`src/rtl/cnn_infer_ctrl.sv`:
```
// rtl/cnn_infer_ctrl.sv - Button-driven CNN inference front end with timeout, auto-sweep and result history.
module cnn_infer_ctrl #(
    parameter int DB_CNT  = 100000,
    parameter int N_BTN   = 2,
    parameter int IMG_W   = 4,
    parameter int N_IMG   = 16,
    parameter int ALPHA_W = 8,
    parameter int TO_CYC  = 1000000,
    parameter int HIST_AW = 3
) (
    input  logic               clk,
    input  logic               reset,
    input  logic [N_BTN-1:0]   i_btn,
    input  logic [IMG_W-1:0]   sw,
    output logic               o_start,
    output logic [IMG_W-1:0]   o_img_sel,
    input  logic               i_core_valid,
    input  logic [ALPHA_W-1:0] i_core_alpha,
    output logic [ALPHA_W-1:0] alpha,
    output logic               out_valid,
    output logic               busy,
    output logic               err,
    output logic [2:0]         led,
    input  logic [HIST_AW-1:0] hist_rd_idx,
    output logic [ALPHA_W-1:0] hist_rd_data,
    output logic [HIST_AW:0]   hist_cnt
);

    localparam int HD   = 1 << HIST_AW;
    localparam int DB_W = (DB_CNT > 1) ? $clog2(DB_CNT) : 1;
    localparam int TM_W = (TO_CYC > 1) ? $clog2(TO_CYC) : 1;
    localparam logic [DB_W-1:0]    DB_LAST   = DB_W'(DB_CNT - 1);
    localparam logic [TM_W-1:0]    TM_LAST   = TM_W'(TO_CYC - 1);
    localparam logic [IMG_W-1:0]   IMG_LAST  = IMG_W'(N_IMG - 1);
    localparam logic [HIST_AW:0]   HIST_FULL = (HIST_AW + 1)'(HD);

    typedef enum logic [2:0] {S_IDLE, S_START, S_WAIT, S_DONE, S_ERR} state_t;

    logic [N_BTN-1:0]   sync1_q, sync1_d, sync2_q, sync2_d;
    logic [N_BTN-1:0]   db_q, db_d, btn_p_q, btn_p_d;
    logic [DB_W-1:0]    db_cnt_q [N_BTN];
    logic [DB_W-1:0]    db_cnt_d [N_BTN];

    state_t             state_q, state_d;
    logic               auto_q, auto_d;
    logic [IMG_W-1:0]   img_q, img_d;
    logic [TM_W-1:0]    timer_q, timer_d;
    logic [ALPHA_W-1:0] alpha_q, alpha_d;
    logic               out_valid_q, out_valid_d;
    logic               o_start_q, o_start_d;
    logic               busy_q, busy_d;
    logic               err_q, err_d;
    logic               hist_we;

    logic [HIST_AW-1:0] wr_ptr_q, wr_ptr_d, rd_addr;
    logic [HIST_AW:0]   hist_cnt_q, hist_cnt_d;
    logic [ALPHA_W-1:0] hist_rd_q, hist_rd_d;
    logic [ALPHA_W-1:0] hist_mem_q [HD];
    logic [ALPHA_W-1:0] hist_mem_d [HD];

    logic start_p, mode_p;

    assign start_p = btn_p_q[0];
    generate
        if (N_BTN > 1) begin : g_mode
            assign mode_p = btn_p_q[1];
        end else begin : g_no_mode
            assign mode_p = 1'b0;
        end
    endgenerate

    // The counter only runs while the synchronised level disagrees with the accepted one.
    always_comb begin
        sync1_d = i_btn;
        sync2_d = sync1_q;
        db_d    = db_q;
        btn_p_d = '0;
        for (int i = 0; i < N_BTN; i++) begin
            db_cnt_d[i] = '0;
            if (sync2_q[i] != db_q[i]) begin
                if (db_cnt_q[i] == DB_LAST) begin
                    db_d[i]    = ~db_q[i];
                    btn_p_d[i] = ~db_q[i];
                end else begin
                    db_cnt_d[i] = db_cnt_q[i] + 1'b1;
                end
            end
        end
    end

    always_comb begin
        state_d     = state_q;
        auto_d      = auto_q;
        img_d       = img_q;
        timer_d     = timer_q;
        alpha_d     = alpha_q;
        out_valid_d = 1'b0;
        err_d       = err_q;
        hist_we     = 1'b0;
        case (state_q)
            S_IDLE: begin
                if (start_p) begin
                    img_d   = auto_q ? '0 : sw;
                    state_d = S_START;
                end else if (mode_p) begin
                    auto_d = ~auto_q;
                end
            end
            S_START: begin
                timer_d = '0;
                state_d = S_WAIT;
            end
            S_WAIT: begin
                timer_d = timer_q + 1'b1;
                if (i_core_valid) begin
                    alpha_d     = i_core_alpha;
                    out_valid_d = 1'b1;
                    hist_we     = 1'b1;
                    state_d     = S_DONE;
                end else if (timer_q == TM_LAST) begin
                    err_d   = 1'b1;
                    state_d = S_ERR;
                end
            end
            S_DONE: begin
                if (auto_q && img_q != IMG_LAST) begin
                    img_d   = img_q + 1'b1;
                    state_d = S_START;
                end else begin
                    state_d = S_IDLE;
                end
            end
            S_ERR: begin
                if (start_p) begin
                    err_d   = 1'b0;
                    state_d = S_IDLE;
                end
            end
            default: state_d = S_IDLE;
        endcase
        o_start_d = (state_d == S_START);
        busy_d    = (state_d == S_START) || (state_d == S_WAIT) || (state_d == S_DONE);
    end

    // Index 0 is the newest entry, i.e. one behind the write pointer.
    assign rd_addr = wr_ptr_q - HIST_AW'(1) - hist_rd_idx;

    always_comb begin
        hist_mem_d = hist_mem_q;
        wr_ptr_d   = wr_ptr_q;
        hist_cnt_d = hist_cnt_q;
        if (hist_we) begin
            hist_mem_d[wr_ptr_q] = i_core_alpha;
            wr_ptr_d             = wr_ptr_q + 1'b1;
            if (hist_cnt_q != HIST_FULL) begin
                hist_cnt_d = hist_cnt_q + 1'b1;
            end
        end
        hist_rd_d = ({1'b0, hist_rd_idx} < hist_cnt_q) ? hist_mem_q[rd_addr] : '0;
    end

    always_ff @(posedge clk) begin
        if (reset) begin
            sync1_q     <= '0;
            sync2_q     <= '0;
            db_q        <= '0;
            btn_p_q     <= '0;
            for (int i = 0; i < N_BTN; i++) begin
                db_cnt_q[i] <= '0;
            end
            state_q     <= S_IDLE;
            auto_q      <= 1'b0;
            img_q       <= '0;
            timer_q     <= '0;
            alpha_q     <= '0;
            out_valid_q <= 1'b0;
            o_start_q   <= 1'b0;
            busy_q      <= 1'b0;
            err_q       <= 1'b0;
            wr_ptr_q    <= '0;
            hist_cnt_q  <= '0;
            hist_rd_q   <= '0;
        end else begin
            sync1_q     <= sync1_d;
            sync2_q     <= sync2_d;
            db_q        <= db_d;
            btn_p_q     <= btn_p_d;
            for (int i = 0; i < N_BTN; i++) begin
                db_cnt_q[i] <= db_cnt_d[i];
            end
            state_q     <= state_d;
            auto_q      <= auto_d;
            img_q       <= img_d;
            timer_q     <= timer_d;
            alpha_q     <= alpha_d;
            out_valid_q <= out_valid_d;
            o_start_q   <= o_start_d;
            busy_q      <= busy_d;
            err_q       <= err_d;
            wr_ptr_q    <= wr_ptr_d;
            hist_cnt_q  <= hist_cnt_d;
            hist_rd_q   <= hist_rd_d;
        end
    end

    // Entries beyond hist_cnt are masked on read, so the storage needs no reset.
    always_ff @(posedge clk) begin
        hist_mem_q <= hist_mem_d;
    end

    assign o_start      = o_start_q;
    assign o_img_sel    = img_q;
    assign alpha        = alpha_q;
    assign out_valid    = out_valid_q;
    assign busy         = busy_q;
    assign err          = err_q;
    assign led          = {err_q, auto_q, busy_q};
    assign hist_rd_data = hist_rd_q;
    assign hist_cnt     = hist_cnt_q;

endmodule

```
`config.mk`:
```
export PLATFORM = sky130hd
export DESIGN_NAME = cnn_infer_ctrl
export DESIGN_NICKNAME = d
export VERILOG_FILES = /design/src/rtl/cnn_infer_ctrl.sv
export SDC_FILE = /design/constraint.sdc
export NUM_CORES = 1
export LEC_CHECK = 0
export ABC_AREA = 1
export CORE_MARGIN = 5
export CORE_UTILIZATION = 50
export DETAILED_ROUTE_END_ITERATION = 8
export PLACE_DENSITY = 0.73
export SETUP_SLACK_MARGIN = 0.05
export SYNTH_ARGS = -nofsm -noshare
export SYNTH_HDL_FRONTEND = slang
export SYNTH_SLANG_ARGS = --single-unit
```
`constraint.sdc`:
```
create_clock -name clk -period 1.9 [get_ports clk]
set_input_delay 0.38 -clock clk [delete_from_list [all_inputs] [get_ports clk]]
set_output_delay 0.38 -clock clk [all_outputs]
set_load 0.005 [all_outputs]
```
==> results.md, run 1 <==
* Run status: complete, but fails checks
* Violated checks: negative setup slack
* Number of cells on the worst hold path at 2
* Via count of the routed design at 5,821
* Prevailing post-synth register cell: sky130_fd_sc_hd__dfxtp_1
* Setup slack of the worst register-to-register path at -0.05 ns
* Number of nets still failing antenna checks after routing at 0
* Most common cell after layout, fill and taps aside: sky130_fd_sc_hd__nor2_1
* Net count after synthesis at 878
* Number of hold-repair buffers added at the cts stage at 0
* Overall power of the completed layout at 7300 uW
* Number of input and output port buffers inserted at 50
* Final hold violation count at 0
* Global-route wire length before repair at 25,200 um
* Kind of start point of the critical path: flip-flop
* Max Clock Skew at 0.0107 ns
* Finished Cell Area at 0.00875 mm2
* Initial Util at 0.510
* Placed cell count at 1,082
* Clock tree from TritonCTS: done
* Async SR Flop Fraction at 0
* Non-filler instance count after layout at 1,120
* Vertical extent of the die at 129 um
* Total placed instance area at 0.00794 mm2
* Aggregate routed wire length at 15,700 um
* Antenna diode count at 0
* Fin. max-slew vios at 0
* RSZ-0062 raised after global routing: yes
* Sinks on the clock net at 161
* RR Startpoint: wr_ptr_q[0]
* Clock latency on the worst-skew pair at 0.42 ns
* Layout Nets at 958
* Worst hold start: sync1_q[1]
* Via count of the first global-routing pass at 5,309
* Sequential area share after synthesis at 0.545
* Global router's overall resource usage at 0.190
* Die area at 0.0166 mm2
* Mean routed wirelength per cell at 14.0 um
* Total congestion overflow at 0
* Power per cell area at 835 mW/mm2
* Synthesized netlist cell count at 847
* Maximum vdd ir drop at 665 uV
* Num ports at 51
* Largest fanout on the critical path at 8
* Synthesized area per cell at 8.36 um2
* Setup tns final at -0.0796 ns
* Routability cong. at 0.876
* Maximum clock path buffer count at 2
* Slew @ Worst Pin at 0.443 ns
* Leakage power at 0.00312 uW
* Final worst-path setup slack at -0.0525 ns
* Number of endpoints failing setup at the final stage at 3
* Width of the chip at 129 um
* DRC violations left at 0
* Number of register bits inferred by synthesis at 161
* Area fraction of the dominant cell type after synthesis at 0.274
* Data arrival time at the worst-slack endpoint at 2.30 ns
* Top cells by area, synth: sky130_fd_sc_hd__dfxtp_1 (27%), sky130_fd_sc_hd__edfxtp_1 (27%), sky130_fd_sc_hd__nor2_1 (8.5%)
* Share of layout cells above drive strength 1 at 0.123
* CTS clk-pin slew, worst paths at 0.06 ns
* Synth area leader: sky130_fd_sc_hd__dfxtp_1
* Final clock period utilization by the worst path at 1.03
* Syn-to-layout area delta at 23.5%
* Number of vias per cell at 5.20
* Drt first-iter violations at 533
* Standard-cell rows at 43
* Worst min-delay path endpoint: sync2_q[1]
* Area inside the core boundary at 0.0139 mm2
* Initial antenna violation count at 0
* Worst min path class: reg2reg
* Count of yosys warnings during synthesis at 0
* Most used cells in the layout excluding fill and tap cells: sky130_fd_sc_hd__nor2_1 (155), sky130_fd_sc_hd__nand2_1 (153), sky130_fd_sc_hd__dfxtp_1 (95)
* Element type at the critical path end: flip-flop
* Number of iterations in the first detailed-routing pass at 5
* Worst Path Required at 2.25 ns
* Peak Freq at 0.512 GHz
* Post-layout min period at 1.95 ns
* Cell Area, Synth at 0.00708 mm2
* Path depth of the worst reg2reg path at 10
* Number of enable flip-flop cells after synthesis at 64
* Path type of the worst setup path: reg2reg
* Maximum number of pins on one net before global-route repair at 34
* Sum of net half-perimeters after detailed placement at 10,300 um
* Number of distinct standard cells referenced by the synthesized netlist at 38
* Endpoint of the most critical register-to-register path: hist_rd_data[2]
* Count of maximum capacitance violations at 0
* Clk root buf: sky130_fd_sc_hd__clkbuf_16
* Number of buffers created by CTS at 17
* H-tree level count at 4
* Fin util at 0.630
* Slew margin rel. at 0.703
## sequential cells by signal, summed over array words and instances (netlist names), 3 cells and up
signal,cells
wr_ptr_q,3
db_cnt_q,34
state_q,3
o_img_sel,4
timer_q,20
hist_mem_q,64
hist_rd_data,8
alpha,8
hist_cnt,4
## critical path, cell delays in order, from the launching register on
cell,delay [ns]
sky130_fd_sc_hd__dfxtp_4,0.36
sky130_fd_sc_hd__ha_4,0.15
sky130_fd_sc_hd__inv_2,0.04
sky130_fd_sc_hd__fa_2,0.49
sky130_fd_sc_hd__buf_6,0.16
sky130_fd_sc_hd__buf_12,0.13
sky130_fd_sc_hd__nor2_4,0.12
sky130_fd_sc_hd__o21ai_2,0.08
sky130_fd_sc_hd__o21ai_1,0.10
sky130_fd_sc_hd__nand2_1,0.09
sky130_fd_sc_hd__a21oi_2,0.15
## through the flow
stage               setup slack (ns)  hold WS (ns)
floorplan                    -0.0673         0.388
global placement              -0.391         0.388
detailed placement            -0.452         0.404
CTS                         -0.00276         0.412
global route                  -0.106         0.432
finish                       -0.0525         0.410
## area by class of cell
| class | instances | area [um2] |
|---|---|---|
| clock buffers | 18 | 429 |
| well taps | 180 | 225 |
| inverters | 84 | 315 |
| flip-flops and latches | 161 | 3870 |
| clock inverters | 14 | 154 |
| repair buffers | 84 | 872 |
| multi-input cells | 579 | 2880 |
| fillers | 1160 | 5130 |
## metal layers
metal / global-route usage / part of all wire / vias up
met5: 0 / 0 / -
met4: 0.0747 / 0.026 / 0
met3: 0.0371 / 0.047 / 34
met2: 0.311 / 0.47 / 147
met1: 0.250 / 0.46 / 2673
li1: - / - / 2967
## Yosys cell counts (2+ instances only)
library cell / n
sky130_fd_sc_hd__nor2_1: 160
sky130_fd_sc_hd__nand2_1: 153
sky130_fd_sc_hd__dfxtp_1: 97
sky130_fd_sc_hd__inv_1: 79
sky130_fd_sc_hd__o21ai_0: 72
sky130_fd_sc_hd__edfxtp_1: 64
sky130_fd_sc_hd__a21oi_1: 49
sky130_fd_sc_hd__nand3_1: 45
sky130_fd_sc_hd__nand4_1: 21
sky130_fd_sc_hd__nor3_1: 17
sky130_fd_sc_hd__ha_1: 10
sky130_fd_sc_hd__buf_2: 8
sky130_fd_sc_hd__clkbuf_1: 8
sky130_fd_sc_hd__xor2_1: 8
sky130_fd_sc_hd__xnor2_1: 6
sky130_fd_sc_hd__buf_4: 5
sky130_fd_sc_hd__nand2_2: 5
sky130_fd_sc_hd__o21ai_1: 5
sky130_fd_sc_hd__inv_2: 4
sky130_fd_sc_hd__nor2_4: 4
sky130_fd_sc_hd__a22oi_1: 3
sky130_fd_sc_hd__nand3_2: 3
sky130_fd_sc_hd__nand3b_1: 3
sky130_fd_sc_hd__or2_2: 3
sky130_fd_sc_hd__nor2_2: 2
## logic make-up after synthesis
| logic type | after synthesis | synth area share |
|---|---|---|
| AND/OR/NAND/NOR | 421 | 0.258 |
| buffers and inverters | 107 | 0.0618 |
| flip-flops | 161 | 0.545 |
| AO/OA/AOI/OAI | 133 | 0.0966 |
| adder cells (fa/ha/maj) | 11 | 0.0205 |
| XOR/XNOR | 14 | 0.0173 |
## where the power goes
part	total, uW	internal, uW	switching (uW)
combinational	332	150	182
clock	3370	1960	1410
sequential	3600	3600	5.98
total	7300	5700	1600
## worst max-delay path by stage
stage	endpoint	startpoint
after floorplan	hist_mem_q[10]	state_q[2]
after global placement	hist_rd_data[4]	hist_rd_idx[0]
after detailed placement	hist_rd_data[4]	hist_rd_idx[0]
after CTS	hist_rd_data[1]	wr_ptr_q[0]
after global routing	hist_rd_data[2]	wr_ptr_q[0]
final	hist_rd_data[2]	wr_ptr_q[0]
## repair_timing
action | CTS | global route
pin swaps | 14 | 21
resized for setup | 32 | 36
endpoints found under the hold margin | 0 | 0
setup endpoints to repair | 8 | 9
setup buffers | 3 | 0
gates cloned | 3 | 0
Note: power is estimated with default switching activity, not from simulation.
==> inputs of run 2 (changes only) <==
- ABC_AREA: 1 -> 0
- HOLD_SLACK_MARGIN: unset -> 0.12
- PLACE_DENSITY: 0.73 -> 0.74
==> run 2 against run 1 <==
Against the previous run:
- the run still ends with negative setup slack left
- worst setup slack gained 0.018 ns
- die area fell by 3.1%
- cell area fell by 2.5%
- largest cell class unchanged
- combinational power is 26% lower
==> results.md, run 2 <==
* Top-count cell post-synth: sky130_fd_sc_hd__dfxtp_1 (was sky130_fd_sc_hd__nor2_1)
* Via count of the routed design at 4,938 (was 5,821)
* Total congestion overflow at 0 (unchanged)
* Area fraction of the dominant cell type after synthesis at 0.284 (was 0.274)
* Filler cells at 1,034 (was 1,160)
* Cell-by-cell trace of the critical path: dlygate4sd2_1 > inv_12 > ha_4 > inv_2 > fa_2 > buf_12 > mux4_2 > mux2i_1 > a211oi_2 (was ha_4 > inv_2 > fa_2 > buf_6 > buf_12 > nor2_4 > o21ai_2 > o21ai_1 > nand2_1 > a21oi_2)
* CTS clk-pin slew, worst paths at 0.06 ns (about the same)
* Peak Freq at 0.517 GHz (was 0.512 GHz)
* Via count of the first global-routing pass at 4,878 (was 5,309)
* Number of distinct standard cells referenced by the synthesized netlist at 60 (was 38)
* Clock power frac at 0.458 (was 0.461)
* Number of nets still failing antenna checks after routing at 0 (unchanged)
* Num ports at 51 (unchanged)
* Sinks on the clock net at 161 (unchanged)
* Slew @ Worst Pin at 0.465 ns (was 0.443 ns)
* Worst Path Required at 2.19 ns (was 2.25 ns)
* Met1 routing resource usage after global routing at 0.260 (was 0.250)
* Die area at 0.0161 mm2 (was 0.0166 mm2)
* Aggregate routed wire length at 14,900 um (was 15,700 um)
* Count of maximum capacitance violations at 0 (unchanged)
* Clock latency on the worst-skew pair at 0.43 ns (was 0.42 ns)
* Top cells by area, synth: sky130_fd_sc_hd__dfxtp_1 (28%), sky130_fd_sc_hd__edfxtp_1 (28%), sky130_fd_sc_hd__mux4_2 (5.3%) (was sky130_fd_sc_hd__dfxtp_1 (27%), sky130_fd_sc_hd__edfxtp_1 (27%), sky130_fd_sc_hd__nor2_1 (8.5%))
* Share of layout cells above drive strength 1 at 0.180 (was 0.123)
* Cell Area, Synth at 0.00684 mm2 (was 0.00708 mm2)
* Fin util at 0.639 (was 0.630)
* Worst path max stage delay at 0.56 ns (was 0.49 ns)
* Violated checks: negative setup slack (unchanged)
* Most common cell after layout, fill and taps aside: sky130_fd_sc_hd__dfxtp_1 (was sky130_fd_sc_hd__nor2_1)
* Total net switching power at 1430 uW (was 1600 uW)
* Count of yosys warnings during synthesis at 0 (unchanged)
* Synthesized area per cell at 11.3 um2 (was 8.36 um2)
* Worst min path class: in2reg (was reg2reg)
* Global-route wire length before repair at 24,500 um (was 25,200 um)
* Max Clock Skew at 0.0165 ns (was 0.0107 ns)
* Post-layout min period at 1.93 ns (was 1.95 ns)
* Standard-cell rows at 42 (was 43)
* Synth area leader: sky130_fd_sc_hd__dfxtp_1 (unchanged)
* Biggest registers after layout: hist_mem_q x64, db_cnt_q x34, timer_q x20 (unchanged)
* Finished Cell Area at 0.00852 mm2 (was 0.00875 mm2)
* Run status: complete, but fails checks (unchanged)
* Routability cong. at 0.838 (was 0.876)
* Synthesized netlist cell count at 604 (was 847)
* Path type of the worst setup path: in2reg (was reg2reg)
* Number of enable flip-flop cells after synthesis at 64 (unchanged)
* Mean routed wirelength per cell at 17.1 um (was 14.0 um)
* Global router's overall resource usage at 0.192 (was 0.190)
* Number of endpoints failing setup at the final stage at 4 (was 3)
* Number of flip-flops under the largest register name at 64 (unchanged)
* Number of input and output port buffers inserted at 50 (unchanged)
* Final hold violation count at 0 (unchanged)
* Power per cell area at 833 mW/mm2 (was 835 mW/mm2)
* Met2 global-route usage at 0.302 (was 0.311)
* Element type at the critical path end: flip-flop (unchanged)
* Kind of start point of the critical path: primary input (was flip-flop)
* Layout Nets at 714 (was 958)
* Clk root buf: sky130_fd_sc_hd__clkbuf_16 (unchanged)
* Largest fanout on the critical path at 16 (was 8)
* Initial Util at 0.513 (was 0.510)
* Most used cells in the layout excluding fill and tap cells: sky130_fd_sc_hd__dfxtp_1 (93), sky130_fd_sc_hd__edfxtp_1 (64), sky130_fd_sc_hd__nor2_1 (53) (was sky130_fd_sc_hd__nor2_1 (155), sky130_fd_sc_hd__nand2_1 (153), sky130_fd_sc_hd__dfxtp_1 (95))
* Final worst-path setup slack at -0.0342 ns (was -0.0525 ns)
* Vertical extent of the die at 127 um (was 129 um)
* Overall power of the completed layout at 7100 uW (was 7300 uW)
* Proportion of power drawn by flip-flops and latches at 0.507 (was 0.493)
* H-tree level count at 4 (unchanged)
* Data arrival time at the worst-slack endpoint at 2.22 ns (was 2.30 ns)
* DRC violations left at 0 (unchanged)
* Final clock period utilization by the worst path at 1.02 (was 1.03)
* Drt first-iter violations at 481 (was 533)
* Maximum number of pins on one net before global-route repair at 40 (was 34)
* Number of iterations in the first detailed-routing pass at 5 (unchanged)
* Design internal power at 5670 uW (was 5700 uW)
* Most frequent cells after synthesis: sky130_fd_sc_hd__dfxtp_1 (97), sky130_fd_sc_hd__edfxtp_1 (64), sky130_fd_sc_hd__nor2_1 (54), sky130_fd_sc_hd__nand2_1 (53), sky130_fd_sc_hd__a21oi_1 (28) (was sky130_fd_sc_hd__nor2_1 (160), sky130_fd_sc_hd__nand2_1 (153), sky130_fd_sc_hd__dfxtp_1 (97), sky130_fd_sc_hd__inv_1 (79), sky130_fd_sc_hd__o21ai_0 (72))
* Net count after synthesis at 635 (was 878)
* Width of the chip at 127 um (was 129 um)
* Area inside the core boundary at 0.0133 mm2 (was 0.0139 mm2)
* Setup tns final at -0.0387 ns (was -0.0796 ns)
* Maximum vdd ir drop at 435 uV (was 665 uV)
* Number of buffers created by CTS at 17 (unchanged)
* Number of vias per cell at 5.66 (was 5.20)
* Total placed instance area at 0.00791 mm2 (was 0.00794 mm2)
* Maximum clock path buffer count at 2 (unchanged)
* Syn-to-layout area delta at 24.6% (was 23.5%)
* Fin. max-slew vios at 0 (unchanged)
* Number of hold-repair buffers added at the cts stage at 0 (unchanged)
* GRT busiest layer: met2 (unchanged)
* Worst hold slack at 0.333 ns (was 0.410 ns)
* Largest register by flop count: hist_mem_q (unchanged)
* Antenna diode count at 0 (unchanged)
* Number of register bits inferred by synthesis at 161 (unchanged)
* Slew margin rel. at 0.686 (was 0.703)
* Clock tree from TritonCTS: done (unchanged)
* Async SR Flop Fraction at 0 (unchanged)
* Sum of net half-perimeters after detailed placement at 10,100 um (was 10,300 um)
* Initial antenna violation count at 0 (unchanged)
* GR Layer Usage met3 at 0.0509 (was 0.0371)
* Net Sw Frac at 0.201 (was 0.219)
* Worst-path cell with the longest stage delay: sky130_fd_sc_hd__fa_2 (unchanged)
* Sequential area share after synthesis at 0.565 (was 0.545)
* Prevailing post-synth register cell: sky130_fd_sc_hd__dfxtp_1 (unchanged)
* RSZ-0062 raised after global routing: yes (unchanged)
* Leakage power at 0.00286 uW (was 0.00312 uW)
* Gate power share at 0.034 (was 0.046)
==> run 2: changes by cell type in the layout (fill, tap and decap cells not counted), moves of 13 or more <==
| cell | before | now |
|---|---|---|
| sky130_fd_sc_hd__mux4_2 | 0 | 16 |
| sky130_fd_sc_hd__buf_4 | 25 | 38 |
| sky130_fd_sc_hd__inv_1 | 78 | 5 |
| sky130_fd_sc_hd__o21ai_0 | 40 | 8 |
| sky130_fd_sc_hd__nor2_1 | 155 | 53 |
| sky130_fd_sc_hd__a21oi_1 | 44 | 28 |
| sky130_fd_sc_hd__nand2_1 | 153 | 50 |
| sky130_fd_sc_hd__mux2i_1 | 0 | 14 |
| sky130_fd_sc_hd__o21ai_1 | 27 | 0 |
| sky130_fd_sc_hd__nand3_1 | 45 | 24 |
==> run 2: power by group through the flow <==
stage / clock network, uW / logic, uW / registers, uW
floorplan: 0 / 118 / 3680
CTS: 3310 / 246 / 3600
global route: 3490 / 265 / 3600
global placement: 0 / 236 / 3680
finish: 3250 / 245 / 3600
detailed placement: 0 / 243 / 3680
==> run 2: layer usage <==
| layer | share of wire | up-vias |
|---|---|---|
| li1 | - | 2385 |
| met1 | 0.45 | 2392 |
| met2 | 0.48 | 143 |
| met3 | 0.057 | 18 |
| met4 | 0.015 | 0 |
| met5 | 0 | - |
==> run 2: per-stage QoR <==
stage          instances  worst slack, ns
2_1_floorplan        604          -0.0539
3_3_place_gp         839           -0.615
3_5_place_dp         839           -0.653
4_1_cts              871           0.0124
5_1_grt              872          -0.0870
6_report             872          -0.0342
==> run 2: what timing repair did <==
item                       4_1_cts  5_1_grt
gates resized for setup          7        6
pin swaps                        1        2
setup endpoints to repair       10       36
buffers inserted                 0        1
==> run 2: final cells by class <==
cell class / instances / area [um2] / area share
clock buffer: 20 / 447 / 0.0524
clock inverter: 12 / 116 / 0.0137
inverter: 9 / 46.3 / 0.00543
multi-input combinational: 400 / 2920 / 0.343
sequential: 161 / 3870 / 0.454
tap: 176 / 220 / 0.0258
timing repair buffer: 94 / 900 / 0.106
==> run 2: worst paths after layout <==
kind	startpoint	endpoint	slack (ns)	depth (start not counted)
worst max-delay path	hist_rd_idx[0]	hist_rd_data[7]	-0.03	9
worst min-delay path	reset	db_q[0]	0.33	2
worst max register to register	wr_ptr_q[0]	hist_rd_data[7]	-0.02	7
worst min register to register	sync1_q[1]	sync2_q[1]	0.44	1
==> run 2: logic make-up after synthesis <==
| logic type | after synthesis | synth area share |
|---|---|---|
| adder cells (fa/ha/maj) | 11 | 0.0212 |
| buffers and inverters | 43 | 0.0282 |
| multiplexers | 31 | 0.0748 |
| flip-flops | 161 | 0.565 |
| AO/OA/AOI/OAI | 74 | 0.0698 |
| AND/OR/NAND/NOR | 248 | 0.195 |
| XOR/XNOR | 36 | 0.0461 |
==> run 2: critical path: cells and delay by family <==
family	cells	cell delay, ns
multiplexers	2	0.47
AO/OA/AOI/OAI	1	0.08
adder cells (fa/ha/maj)	2	0.68
buffers and inverters	4	0.60
==> inputs of run 3 (changes only) <==
- DONT_BUFFER_PORTS: unset -> 1
- PLACE_DENSITY: 0.74 -> 0.69
==> run 3 against run 2 <==
Against the previous run:
- the flow now finishes without violations
- critical path type is now reg2reg
- sequential share of layout area rose by 2.7 points
- largest cell class unchanged
- first-iteration DRC count fell by 31%
- non-clock buffer count fell by 53
- critical path depth fell by 2
- sequential power barely moved
- final cell count fell by 6.1%
- die area did not move
- count of clock-buffer cells in the layout rose by 1
- worst setup slack improved by 0.042 ns
==> results.md, run 3 (synthesis results as in run 2) <==
* Run status: finished, final reports clean (was complete, but fails checks)
* Largest register by flop count: hist_mem_q (unchanged)
* Final clock period utilization by the worst path at 0.996 (was 1.02)
* Vertical extent of the die at 127 um (unchanged)
* Slew @ Worst Pin at 0.621 ns (was 0.465 ns)
* Number of input and output port buffers inserted at 0 (was 50)
* Initial antenna violation count at 0 (unchanged)
* Cell-by-cell trace of the critical path: ha_4 > inv_2 > fa_2 > buf_12 > mux4_2 > mux2i_1 > a211oi_1 (was dlygate4sd2_1 > inv_12 > ha_4 > inv_2 > fa_2 > buf_12 > mux4_2 > mux2i_1 > a211oi_2)
* Number of flip-flops under the largest register name at 64 (unchanged)
* Global router's overall resource usage at 0.188 (was 0.192)
* Number of nets still failing antenna checks after routing at 0 (unchanged)
* Number of iterations in the first detailed-routing pass at 5 (unchanged)
* Worst min path class: in2reg (unchanged)
* Most used cells in the layout excluding fill and tap cells: sky130_fd_sc_hd__dfxtp_1 (92), sky130_fd_sc_hd__edfxtp_1 (64), sky130_fd_sc_hd__nor2_1 (53) (was sky130_fd_sc_hd__dfxtp_1 (93), sky130_fd_sc_hd__edfxtp_1 (64), sky130_fd_sc_hd__nor2_1 (53))
* Number of vias per cell at 5.84 (was 5.66)
* Element type at the critical path end: flip-flop (unchanged)
* Die area at 0.0161 mm2 (unchanged)
* Share of layout cells above drive strength 1 at 0.182 (was 0.180)
* Largest fanout on the critical path at 16 (unchanged)
* Worst path max stage delay at 0.55 ns (was 0.56 ns)
* Most common cell after layout, fill and taps aside: sky130_fd_sc_hd__dfxtp_1 (unchanged)
* Antenna diode count at 0 (unchanged)
* Path depth of the worst reg2reg path at 7 (unchanged)
* Filler cells at 1,062 (was 1,034)
* Setup tns final at 0 ns (was -0.0387 ns)
* Worst-path cell with the longest stage delay: sky130_fd_sc_hd__fa_2 (unchanged)
* Count of maximum capacitance violations at 0 (unchanged)
* Clock latency on the worst-skew pair at 0.42 ns (was 0.43 ns)
* Leakage power at 0.00267 uW (was 0.00286 uW)
* Number of endpoints failing setup at the final stage at 0 (was 4)
* Fin. max-slew vios at 0 (unchanged)
* DRC violations left at 0 (unchanged)
* Worst path top cell family by delay: adder cells (unchanged)
* Data arrival time at the worst-slack endpoint at 2.18 ns (was 2.22 ns)
* Post-layout min period at 1.89 ns (was 1.93 ns)
* Aggregate routed wire length at 14,800 um (was 14,900 um)
* Width of the chip at 127 um (unchanged)
* Routability cong. at 0.856 (was 0.838)
* Slew margin rel. at 0.585 (was 0.686)
* Power per cell area at 880 mW/mm2 (was 833 mW/mm2)
* Global-route wire length before repair at 24,100 um (was 24,500 um)
* Sinks on the clock net at 161 (unchanged)
* Sum of net half-perimeters after detailed placement at 9580 um (was 10,100 um)
* Mean routed wirelength per cell at 18.0 um (was 17.1 um)
* Path type of the worst setup path: reg2reg (was in2reg)
* Area inside the core boundary at 0.0133 mm2 (unchanged)
* Number of buffers created by CTS at 17 (unchanged)
* Peak Freq at 0.528 GHz (was 0.517 GHz)
* Biggest registers after layout: hist_mem_q x64, db_cnt_q x34, timer_q x20 (unchanged)
* Clk root buf: sky130_fd_sc_hd__clkbuf_16 (unchanged)
* Final hold violation count at 0 (unchanged)
* Maximum vdd ir drop at 510 uV (was 435 uV)
* Drt first-iter violations at 332 (was 481)
* Number of cells on the worst hold path at 2 (unchanged)
* Standard-cell rows at 42 (unchanged)
* Worst Path Required at 2.19 ns (about the same)
* Overall power of the completed layout at 7080 uW (was 7100 uW)
* Total congestion overflow at 0 (unchanged)
* Maximum clock path buffer count at 2 (unchanged)
* Maximum number of pins on one net before global-route repair at 59 (was 40)
* RSZ-0062 raised after global routing: yes (unchanged)
* Buffers & Inverters on Critical Path at 2 (was 4)
* Initial Util at 0.513 (unchanged)
* Clock tree from TritonCTS: done (unchanged)
* Via count of the first global-routing pass at 4,696 (was 4,878)
* Layout Nets at 661 (was 714)
* CTS clk-pin slew, worst paths at 0.06 ns (about the same)
* Syn-to-layout area delta at 17.6% (was 24.6%)
* Num ports at 51 (unchanged)
* H-tree level count at 4 (unchanged)
* Kind of start point of the critical path: flip-flop (was primary input)
* Via count of the routed design at 4,785 (was 4,938)
* Number of cells on the critical path at 7 (was 9)
* Max Clock Skew at 0.00833 ns (was 0.0165 ns)
run 3: path summary, 6_finish.rpt:
path | startpoint | to | slack (ns)
max | wr_ptr_q[0] | hist_rd_data[3] | 0.007
min | i_core_alpha[1] | alpha[1] | 0.14
max reg2reg | wr_ptr_q[0] | hist_rd_data[3] | 0.007
min reg2reg | sync1_q[0] | sync2_q[0] | 0.45
run 3: timing repair:
| item | CTS | global route |
|---|---|---|
| hold buffers | 11 | 0 |
| resized for setup | 7 | 11 |
| endpoints found under the setup margin | 33 | 39 |
| hold endpoints to repair | 122 | 0 |
| pin swaps | 3 | 2 |
| buffers inserted | 1 | 0 |
run 3: worst reg2reg max path: stages, from the launching register on:
cell	delay, ns
sky130_fd_sc_hd__dfxtp_2	0.35
sky130_fd_sc_hd__ha_4	0.13
sky130_fd_sc_hd__inv_2	0.03
sky130_fd_sc_hd__fa_2	0.55
sky130_fd_sc_hd__buf_12	0.16
sky130_fd_sc_hd__mux4_2	0.32
sky130_fd_sc_hd__mux2i_1	0.16
sky130_fd_sc_hd__a211oi_1	0.07
run 3: final cells by class:
class,count,area [um2],area share
multi-input combinational,400,2940,0.366
sequential,161,3870,0.481
clock inverter,11,104,0.0129
inverter,9,46.3,0.00576
clock buffer,21,472,0.0586
tap,176,220,0.0274
timing repair buffer,41,385,0.0479
run 3: report_power, final:
part           total [uW]  internal (uW)  switching [uW]
Clock                3290           1920            1360
Sequential           3600           3600            7.44
Combinational         190           92.3            97.7
Total                7080           5610            1470
run 3: per-layer routing:
layer / global-route usage / wire, um
met1: 0.247 / 6300
met2: 0.308 / 7280
met3: 0.0388 / 855
met4: 0.0713 / 336
met5: 0 / 0
run 3: metrics by stage:
stage / util / std cells / hold slack (ns) / cell area (um2) / setup slack [ns]
2_1_floorplan: - / 604 / 0.414 / 6970 / -0.0539
4_1_cts: 0.600 / 819 / 0.127 / 8010 / 0.0190
6_report: 0.603 / 819 / 0.135 / 8040 / 0.00737
3_3_place_gp: 0.543 / 775 / 0.441 / 7250 / -0.204
3_5_place_dp: 0.543 / 775 / 0.443 / 7250 / -0.314
5_1_grt: 0.603 / 819 / 0.126 / 8040 / -0.0902
